<file path="config.mk">
export PLATFORM = sky130hd
export DESIGN_NAME = result_packer_flat
export DESIGN_NICKNAME = d
export VERILOG_FILES = /design/src/rtl/calculator_pkg.sv /design/src/rtl/result_packer_if.sv /design/src/rtl/packer_out_reg.sv /design/src/rtl/result_packer.sv /design/src/flat_wrapper.sv
export SDC_FILE = /design/constraint.sdc
export NUM_CORES = 1
export LEC_CHECK = 0
export BUFFER_PORTS_ARGS = -buffer_cell sky130_fd_sc_hd__buf_2
export CORE_UTILIZATION = 55
export CTS_CLUSTER_DIAMETER = 120
export DETAILED_ROUTE_END_ITERATION = 10
export PLACE_DENSITY_LB_ADDON = 0.15
export SLEW_MARGIN = 40
export SYNTH_ARGS = -nofsm -noshare
export SYNTH_HDL_FRONTEND = slang
export SYNTH_SLANG_ARGS = --single-unit
export TNS_END_PERCENT = 50
</file>
<file path="constraint.sdc">
create_clock -name clk_i -period 2.4 [get_ports clk_i]
set_input_delay 0.12 -clock clk_i [delete_from_list [all_inputs] [get_ports clk_i]]
set_output_delay 0.12 -clock clk_i [all_outputs]
set_load 0.01 [all_outputs]
</file>
<file path="src/rtl/calculator_pkg.sv">
// Shared calculator constants and the packed-word record carried from the
// result packer's lane assembler to its output holding register.
package calculator_pkg;

    localparam int DATA_W        = 32;
    localparam int MEM_WORD_SIZE = 64;
    localparam int RESULT_LANES  = MEM_WORD_SIZE / DATA_W;

    typedef enum logic {
        FILL_LOW_FIRST  = 1'b0,
        FILL_HIGH_FIRST = 1'b1
    } fill_order_e;

    typedef struct packed {
        logic [MEM_WORD_SIZE-1:0] data;
        logic [RESULT_LANES-1:0]  mask;
        logic                     last;
    } packed_word_t;

endpackage

</file>
<file path="src/rtl/result_packer_if.sv">
// Result-beat input and packed-word output handshakes of the result packer.
// The master drives beats and accepts words; the slave is the packer.
interface result_packer_if #(
    parameter int DATA_W        = 32,
    parameter int MEM_WORD_SIZE = 64
);
    localparam int LANES  = MEM_WORD_SIZE / DATA_W;
    localparam int LANE_W = (LANES > 1) ? $clog2(LANES) : 1;

    logic [DATA_W-1:0]        res;
    logic                     res_valid;
    logic                     res_last;
    logic                     res_ready;
    logic                     flush;
    logic [MEM_WORD_SIZE-1:0] word;
    logic [LANES-1:0]         word_mask;
    logic                     word_last;
    logic                     word_valid;
    logic                     word_ready;
    logic [LANE_W-1:0]        lane;

    modport master (
        output res, res_valid, res_last, flush, word_ready,
        input  res_ready, word, word_mask, word_last, word_valid, lane
    );

    modport slave (
        input  res, res_valid, res_last, flush, word_ready,
        output res_ready, word, word_mask, word_last, word_valid, lane
    );

endinterface

</file>
<file path="src/rtl/packer_out_reg.sv">
// Single-entry valid/ready holding register. The held word only changes on a
// load, so it stays stable for as long as the consumer stalls.
module packer_out_reg #(
    parameter type T = calculator_pkg::packed_word_t
) (
    input  logic clk_i,
    input  logic rst_ni,
    input  logic in_valid,
    input  T     in_word,
    output logic in_ready,
    output logic out_valid,
    output T     out_word,
    input  logic out_ready
);

    logic valid_reg;
    T     word_reg;

    // Free when empty or being drained this cycle, so drain and load can overlap.
    assign in_ready  = !valid_reg || out_ready;
    assign out_valid = valid_reg;
    assign out_word  = word_reg;

    always_ff @(posedge clk_i or negedge rst_ni) begin
        if (!rst_ni) begin
            valid_reg <= 1'b0;
            word_reg  <= '0;
        end else if (in_valid && in_ready) begin
            valid_reg <= 1'b1;
            word_reg  <= in_word;
        end else if (out_ready) begin
            valid_reg <= 1'b0;
        end
    end

endmodule

</file>
<file path="src/rtl/result_packer.sv">
// Packs DATA_W-wide ALU results into MEM_WORD_SIZE-wide words with an
// auto-advancing lane pointer, early close on last/flush and a lane mask.
module result_packer #(
    parameter int DATA_W        = calculator_pkg::DATA_W,
    parameter int MEM_WORD_SIZE = calculator_pkg::MEM_WORD_SIZE,
    parameter int FILL_ORDER    = 0
) (
    input  logic           clk_i,
    input  logic           rst_ni,
    result_packer_if.slave bus
);
    import calculator_pkg::*;

    localparam int                LANES      = MEM_WORD_SIZE / DATA_W;
    localparam int                LANE_W     = (LANES > 1) ? $clog2(LANES) : 1;
    localparam logic [LANE_W-1:0] LAST_LANE  = LANE_W'(LANES - 1);
    localparam bit                HIGH_FIRST = (FILL_ORDER == int'(FILL_HIGH_FIRST));

    generate
        if (((MEM_WORD_SIZE % DATA_W) != 0) || (LANES < 2)) begin : g_param_check
            $error("result_packer: MEM_WORD_SIZE must be a multiple of DATA_W giving at least two lanes");
        end
    endgenerate

    typedef struct packed {
        logic [MEM_WORD_SIZE-1:0] data;
        logic [LANES-1:0]         mask;
        logic                     last;
    } word_t;

    logic [MEM_WORD_SIZE-1:0] asm_data_reg, asm_data_next, merged_data;
    logic [LANES-1:0]         asm_mask_reg, asm_mask_next, merged_mask, beat_onehot;
    logic [LANE_W-1:0]        lane_cnt_reg, lane_cnt_next, phys_lane;
    logic                     flush_pend_reg, flush_pend_next;
    logic                     out_free, out_valid;
    logic                     beat_acc, flush_req, beat_closes, flush_emit, load;
    word_t                    load_word, out_word;

    assign bus.res_ready = rst_ni && out_free;
    assign beat_acc      = bus.res_valid && bus.res_ready;
    assign flush_req     = bus.flush || flush_pend_reg;
    assign phys_lane     = HIGH_FIRST ? (LAST_LANE - lane_cnt_reg) : lane_cnt_reg;

    // Merge the accepted beat into its physical lane; other lanes keep assembly.
    generate
        for (genvar gi = 0; gi < LANES; gi++) begin : g_lane
            assign beat_onehot[gi] = beat_acc && (phys_lane == LANE_W'(gi));
            assign merged_data[gi*DATA_W +: DATA_W] =
                beat_onehot[gi] ? bus.res : asm_data_reg[gi*DATA_W +: DATA_W];
        end
    endgenerate

    assign merged_mask = asm_mask_reg | beat_onehot;

    // A flush riding on an accepted beat closes the word as if res_last were set.
    assign beat_closes = beat_acc && ((lane_cnt_reg == LAST_LANE) || bus.res_last || flush_req);
    assign flush_emit  = !beat_acc && flush_req && (asm_mask_reg != '0) && out_free;
    assign load        = beat_closes || flush_emit;

    assign load_word.data = merged_data;
    assign load_word.mask = merged_mask;
    assign load_word.last = flush_req || bus.res_last;

    always_comb begin
        asm_data_next   = asm_data_reg;
        asm_mask_next   = asm_mask_reg;
        lane_cnt_next   = lane_cnt_reg;
        flush_pend_next = flush_pend_reg;
        if (load) begin
            asm_data_next   = '0;
            asm_mask_next   = '0;
            lane_cnt_next   = '0;
            flush_pend_next = 1'b0;
        end else begin
            if (beat_acc) begin
                asm_data_next = merged_data;
                asm_mask_next = merged_mask;
                lane_cnt_next = lane_cnt_reg + LANE_W'(1);
            end
            // Remember a flush that could not be taken because the output was blocked.
            if (bus.flush && (asm_mask_reg != '0)) begin
                flush_pend_next = 1'b1;
            end
        end
    end

    always_ff @(posedge clk_i or negedge rst_ni) begin
        if (!rst_ni) begin
            asm_data_reg   <= '0;
            asm_mask_reg   <= '0;
            lane_cnt_reg   <= '0;
            flush_pend_reg <= 1'b0;
        end else begin
            asm_data_reg   <= asm_data_next;
            asm_mask_reg   <= asm_mask_next;
            lane_cnt_reg   <= lane_cnt_next;
            flush_pend_reg <= flush_pend_next;
        end
    end

    packer_out_reg #(
        .T (word_t)
    ) u_out_reg (
        .clk_i     (clk_i),
        .rst_ni    (rst_ni),
        .in_valid  (load),
        .in_word   (load_word),
        .in_ready  (out_free),
        .out_valid (out_valid),
        .out_word  (out_word),
        .out_ready (bus.word_ready)
    );

    assign bus.word       = out_word.data;
    assign bus.word_mask  = out_word.mask;
    assign bus.word_last  = out_word.last;
    assign bus.word_valid = out_valid;
    assign bus.lane       = lane_cnt_reg;

endmodule
</file>
<file path="src/flat_wrapper.sv">
// flat-port wrapper written by rule: the top's interface ports become plain ports
module result_packer_flat import calculator_pkg::*;
#(
    parameter int DATA_W        = calculator_pkg::DATA_W,
    parameter int MEM_WORD_SIZE = calculator_pkg::MEM_WORD_SIZE,
    parameter int FILL_ORDER    = 0
)
  (clk_i, rst_ni, bus_res, bus_res_valid, bus_res_last, bus_flush, bus_word_ready, bus_res_ready, bus_word, bus_word_mask, bus_word_last, bus_word_valid, bus_lane);
  result_packer_if #(.DATA_W(DATA_W), .MEM_WORD_SIZE(MEM_WORD_SIZE)) bus_i ();
  input  logic clk_i;
  input  logic rst_ni;
  input wire logic [$bits(bus_i.res)-1:0] bus_res;
  input wire logic [$bits(bus_i.res_valid)-1:0] bus_res_valid;
  input wire logic [$bits(bus_i.res_last)-1:0] bus_res_last;
  input wire logic [$bits(bus_i.flush)-1:0] bus_flush;
  input wire logic [$bits(bus_i.word_ready)-1:0] bus_word_ready;
  output wire logic [$bits(bus_i.res_ready)-1:0] bus_res_ready;
  output wire logic [$bits(bus_i.word)-1:0] bus_word;
  output wire logic [$bits(bus_i.word_mask)-1:0] bus_word_mask;
  output wire logic [$bits(bus_i.word_last)-1:0] bus_word_last;
  output wire logic [$bits(bus_i.word_valid)-1:0] bus_word_valid;
  output wire logic [$bits(bus_i.lane)-1:0] bus_lane;
  assign bus_i.res = bus_res;
  assign bus_i.res_valid = bus_res_valid;
  assign bus_i.res_last = bus_res_last;
  assign bus_i.flush = bus_flush;
  assign bus_i.word_ready = bus_word_ready;
  assign bus_res_ready = bus_i.res_ready;
  assign bus_word = bus_i.word;
  assign bus_word_mask = bus_i.word_mask;
  assign bus_word_last = bus_i.word_last;
  assign bus_word_valid = bus_i.word_valid;
  assign bus_lane = bus_i.lane;
  result_packer #(.DATA_W(DATA_W), .MEM_WORD_SIZE(MEM_WORD_SIZE), .FILL_ORDER(FILL_ORDER)) u_core (.clk_i(clk_i), .rst_ni(rst_ni), .bus(bus_i));
endmodule
</file>
==> impl_metrics.ini <==
[grt]
grt_util_all_layers_pct = 25.4
grt_remaining_overflow = 0
grt_pass1_wl_mm = 20.3
grt_pass1_vias = 4079
grt_start_max_net_pins = 78
antenna_found_initial = 0

[critical_path]
path_max_fanout = 38
endpoint_kind = flip-flop
rr_worst_depth = 5
r2r_end = u_core.u_out_reg.out_word[0]$_DFFE_PN0P_
critPathArrivalTime_ns = 2.37
worst_setup_path_start_kind = flip-flop
r2r_slack_ns = 0.44
required_ns = 2.80
r2r-start = u_core.flush_pend_reg$_DFFE_PN0P_
worstSetupPathType = reg -> reg

[sta]
max_freq_mhz = 510
worst_pin_slew_ns = 0.745
final_hold_viol_count = 0
finalCritPeriodShare_pct = 81.7
rsz0062_at_grt = false
setup_viol = 0
tns_ns = 0
fin_worst_skew_ns = 0.0111
relSlewSlack_pct = 50.4
final_max_slew_viol_count = 0
period_needed_ns = 1.96

[synth]
syn_area_sq_um = 5520
synthMuxAreaShare_pct = 11.8
synth_compound_area_share_pct = 17.5
synthAdderAreaFrac_pct = 0
synth_area_leaders = dfrtp_1, o21ai_0, mux2i_1
avgSynthCellArea_sq_um = 12.0
yosys.area_share.simple_pct = 5.51
yosys.area.top_type = dfrtp_1
synth_nets = 497
synth_cell_type_count = 25
synthXorXnorAreaFrac_pct = 0
ys_seq_area_share_pct = 61.7
synth_top_family_by_area = compound AO/OA/AOI/OAI gates
synth_seq_cells = 136
synth_cells = 459
synth_flop_cell = dfrtp_1
synth-edff-count = 0
yosysTopAreaCellShare_pct = 61.7
yosysWarnings = 0
synth-async-reset-ratio_pct = 100

[die]
num_io_pins = 108
die_w_um = 102
fp-row-count = 36
coreArea_sq_um = 9730
start_util_pct = 56.7
dieHeight_um = 102
dieArea_sq_um = 10400

[route]
drt_iter0_markers = 136
dr.pass1.iters = 4
routed_wl_mm = 12.5
vias_per_cell = 5.53
drc_errors = 0
ant_nets = 0
wire_per_inst_um = 16.9
vias = 4098

[clock_network]
numCtsBuffers = 17
cts_root_buf = clkbuf_8
ctsHtreeMaxLevel = 4
clock-sinks = 136
cts_resized = 0
cts.clk_slew.worst_paths_ns = 0.06
clock_path_buffers = 2
clock_latency_ns = 0.52
cts_tree = built

[layout]
multi_input_area_sq_um = 1940
largest_reg_flops = 67
final_core_util_pct = 74.0
antenna_cells = 0
regArea_sq_um = 3400
drive_above_1_share_pct = 25.7
nets = 633
fillCellCount = 694
area_delta_synth_final_pct = 30.5
design_area_sq_um = 7200

[worst_hold_path]
holdCritStartpoint = bus_res_last
min_path_type = in -> reg
hold_path_end = u_core.u_out_reg.out_word[0]$_DFFE_PN0P_
whs_path_depth = 3

[place]
port-buffer-count = 107
hpwlAfterDp_mm = 7.18
gp_congestion = 0.758
placed_area_sq_um = 6190

[pwr]
power.density_nw_per_um2 = 1020
p_leak_nw = 3.72
vdd_ir_drop_max_mv = 0.639

[job]
cap_viol_max_count = 0

[run_status]
outcome = finished, final reports clean
per-stage QoR:
| stage | hold slack (ns) | cells | total power, mW | setup slack [ns] |
|---|---|---|---|---|
| 2_1_floorplan | -0.176 | 459 | 3.82 | 0.661 |
| 3_3_place_gp | 0.162 | 675 | 4.44 | 0.510 |
| 3_5_place_dp | 0.169 | 675 | 4.49 | 0.464 |
| 4_1_cts | 0.0374 | 741 | 7.43 | 0.447 |
| 5_1_grt | 0.0537 | 741 | 7.73 | 0.290 |
| 6_report | 0.0573 | 741 | 7.38 | 0.439 |
cell usage after synthesis (2+ instances only):
cell / n
mux2i_1: 64
buf_2: 16
buf_4: 2
nor3_1: 2
clkbuf_2: 6
dfrtp_1: 136
inv_1: 2
nand2_1: 2
o21ai_0: 131
a22o_1: 32
and2_1: 34
clkbuf_1: 13
nor2_1: 6
a21oi_1: 2
cells by family after synthesis:
| kind of cell | count (synthesis) |
|---|---|
| AOI/OAI and AO/OA | 168 |
| DFF | 136 |
| muxes | 65 |
| and+or+nand+nor | 50 |
| buffers and inverters | 40 |
worst max-delay path, cell delays in order, from the launching register on:
cell	delay, ns
dfrtp_1	0.39
or3_1	0.41
nor4_4	0.19
buf_4	0.39
nor2_1	0.17
mux2_2	0.30
area by class of cell:
class / count / share of cell area, %
Sequential cell: 136 / 47.3
Inverter: 2 / 0.104
Tap cell: 133 / 2.31
Clock inverter: 6 / 2.19
Multi-Input combinational cell: 283 / 27.0
Timing Repair Buffer: 155 / 14.1
Clock buffer: 26 / 7.05
where the power goes:
part | switching (mW) | leakage [nW] | internal [mW]
clock | 0.916 | 0.322 | 1.96
combinational | 0.994 | 1.53 | 0.619
sequential | 0.210 | 1.87 | 2.67
what timing repair did:
action / 4_1_cts / 5_1_grt
hold endpoints to repair: 169 / 0
setup buffers: 0 / 0
hold buffers: 34 / 0
worst max path at each step:
stage	startpoint	end	slack, ns	cells past startpoint
6_report	u_core.flush_pend_reg$_DFFE_PN0P_	u_core.u_out_reg.out_word[0]$_DFFE_PN0P_	0.44	5
5_1_grt	u_core.flush_pend_reg$_DFFE_PN0P_	u_core.u_out_reg.out_word[34]$_DFFE_PN0P_	0.29	5
4_1_cts	u_core.flush_pend_reg$_DFFE_PN0P_	u_core.u_out_reg.out_word[0]$_DFFE_PN0P_	0.45	5
3_5_place_dp	u_core.flush_pend_reg$_DFFE_PN0P_	u_core.u_out_reg.out_word[0]$_DFFE_PN0P_	0.46	5
3_3_place_gp	u_core.flush_pend_reg$_DFFE_PN0P_	u_core.u_out_reg.out_word[0]$_DFFE_PN0P_	0.51	5
2_1_floorplan	u_core.flush_pend_reg$_DFFE_PN0P_	u_core.asm_data_reg[50]$_DFFE_PN0P_	0.66	7
metal layers:
layer / share of wire [%] / track usage (%) / up-vias
met3: 4.5 / 6.63 / 11
li1: - / - / 1913
met2: 49 / 39.5 / 102
met4: 0.86 / 8.79 / 0
met5: 0 / 0 / -
met1: 46 / 34.9 / 2072
cells in the final DEF (no fill, tap or decap):
cell type / n
nor3_2: 1
dfrtp_1: 136
o22a_1: 1
nor2_1: 6
clkbuf_8: 7
nor2b_1: 1
nor3_1: 1
a21oi_1: 2
clkinvlp_4: 1
mux2i_1: 64
nand3_2: 1
bufinv_16: 5
nand2b_1: 1
buf_4: 11
buf_12: 2
clkbuf_1: 3
a22o_1: 32
nand2_1: 2
buf_6: 2
a31oi_1: 1
o21ai_0: 131
nor4_4: 1
buf_2: 106
inv_1: 2
o21ai_4: 1
or3_1: 1
clkbuf_16: 16
and2_1: 34
mux2_2: 1
dlygate4sd3_1: 34
or2_2: 1
Note: power is estimated with default switching activity, not from simulation.
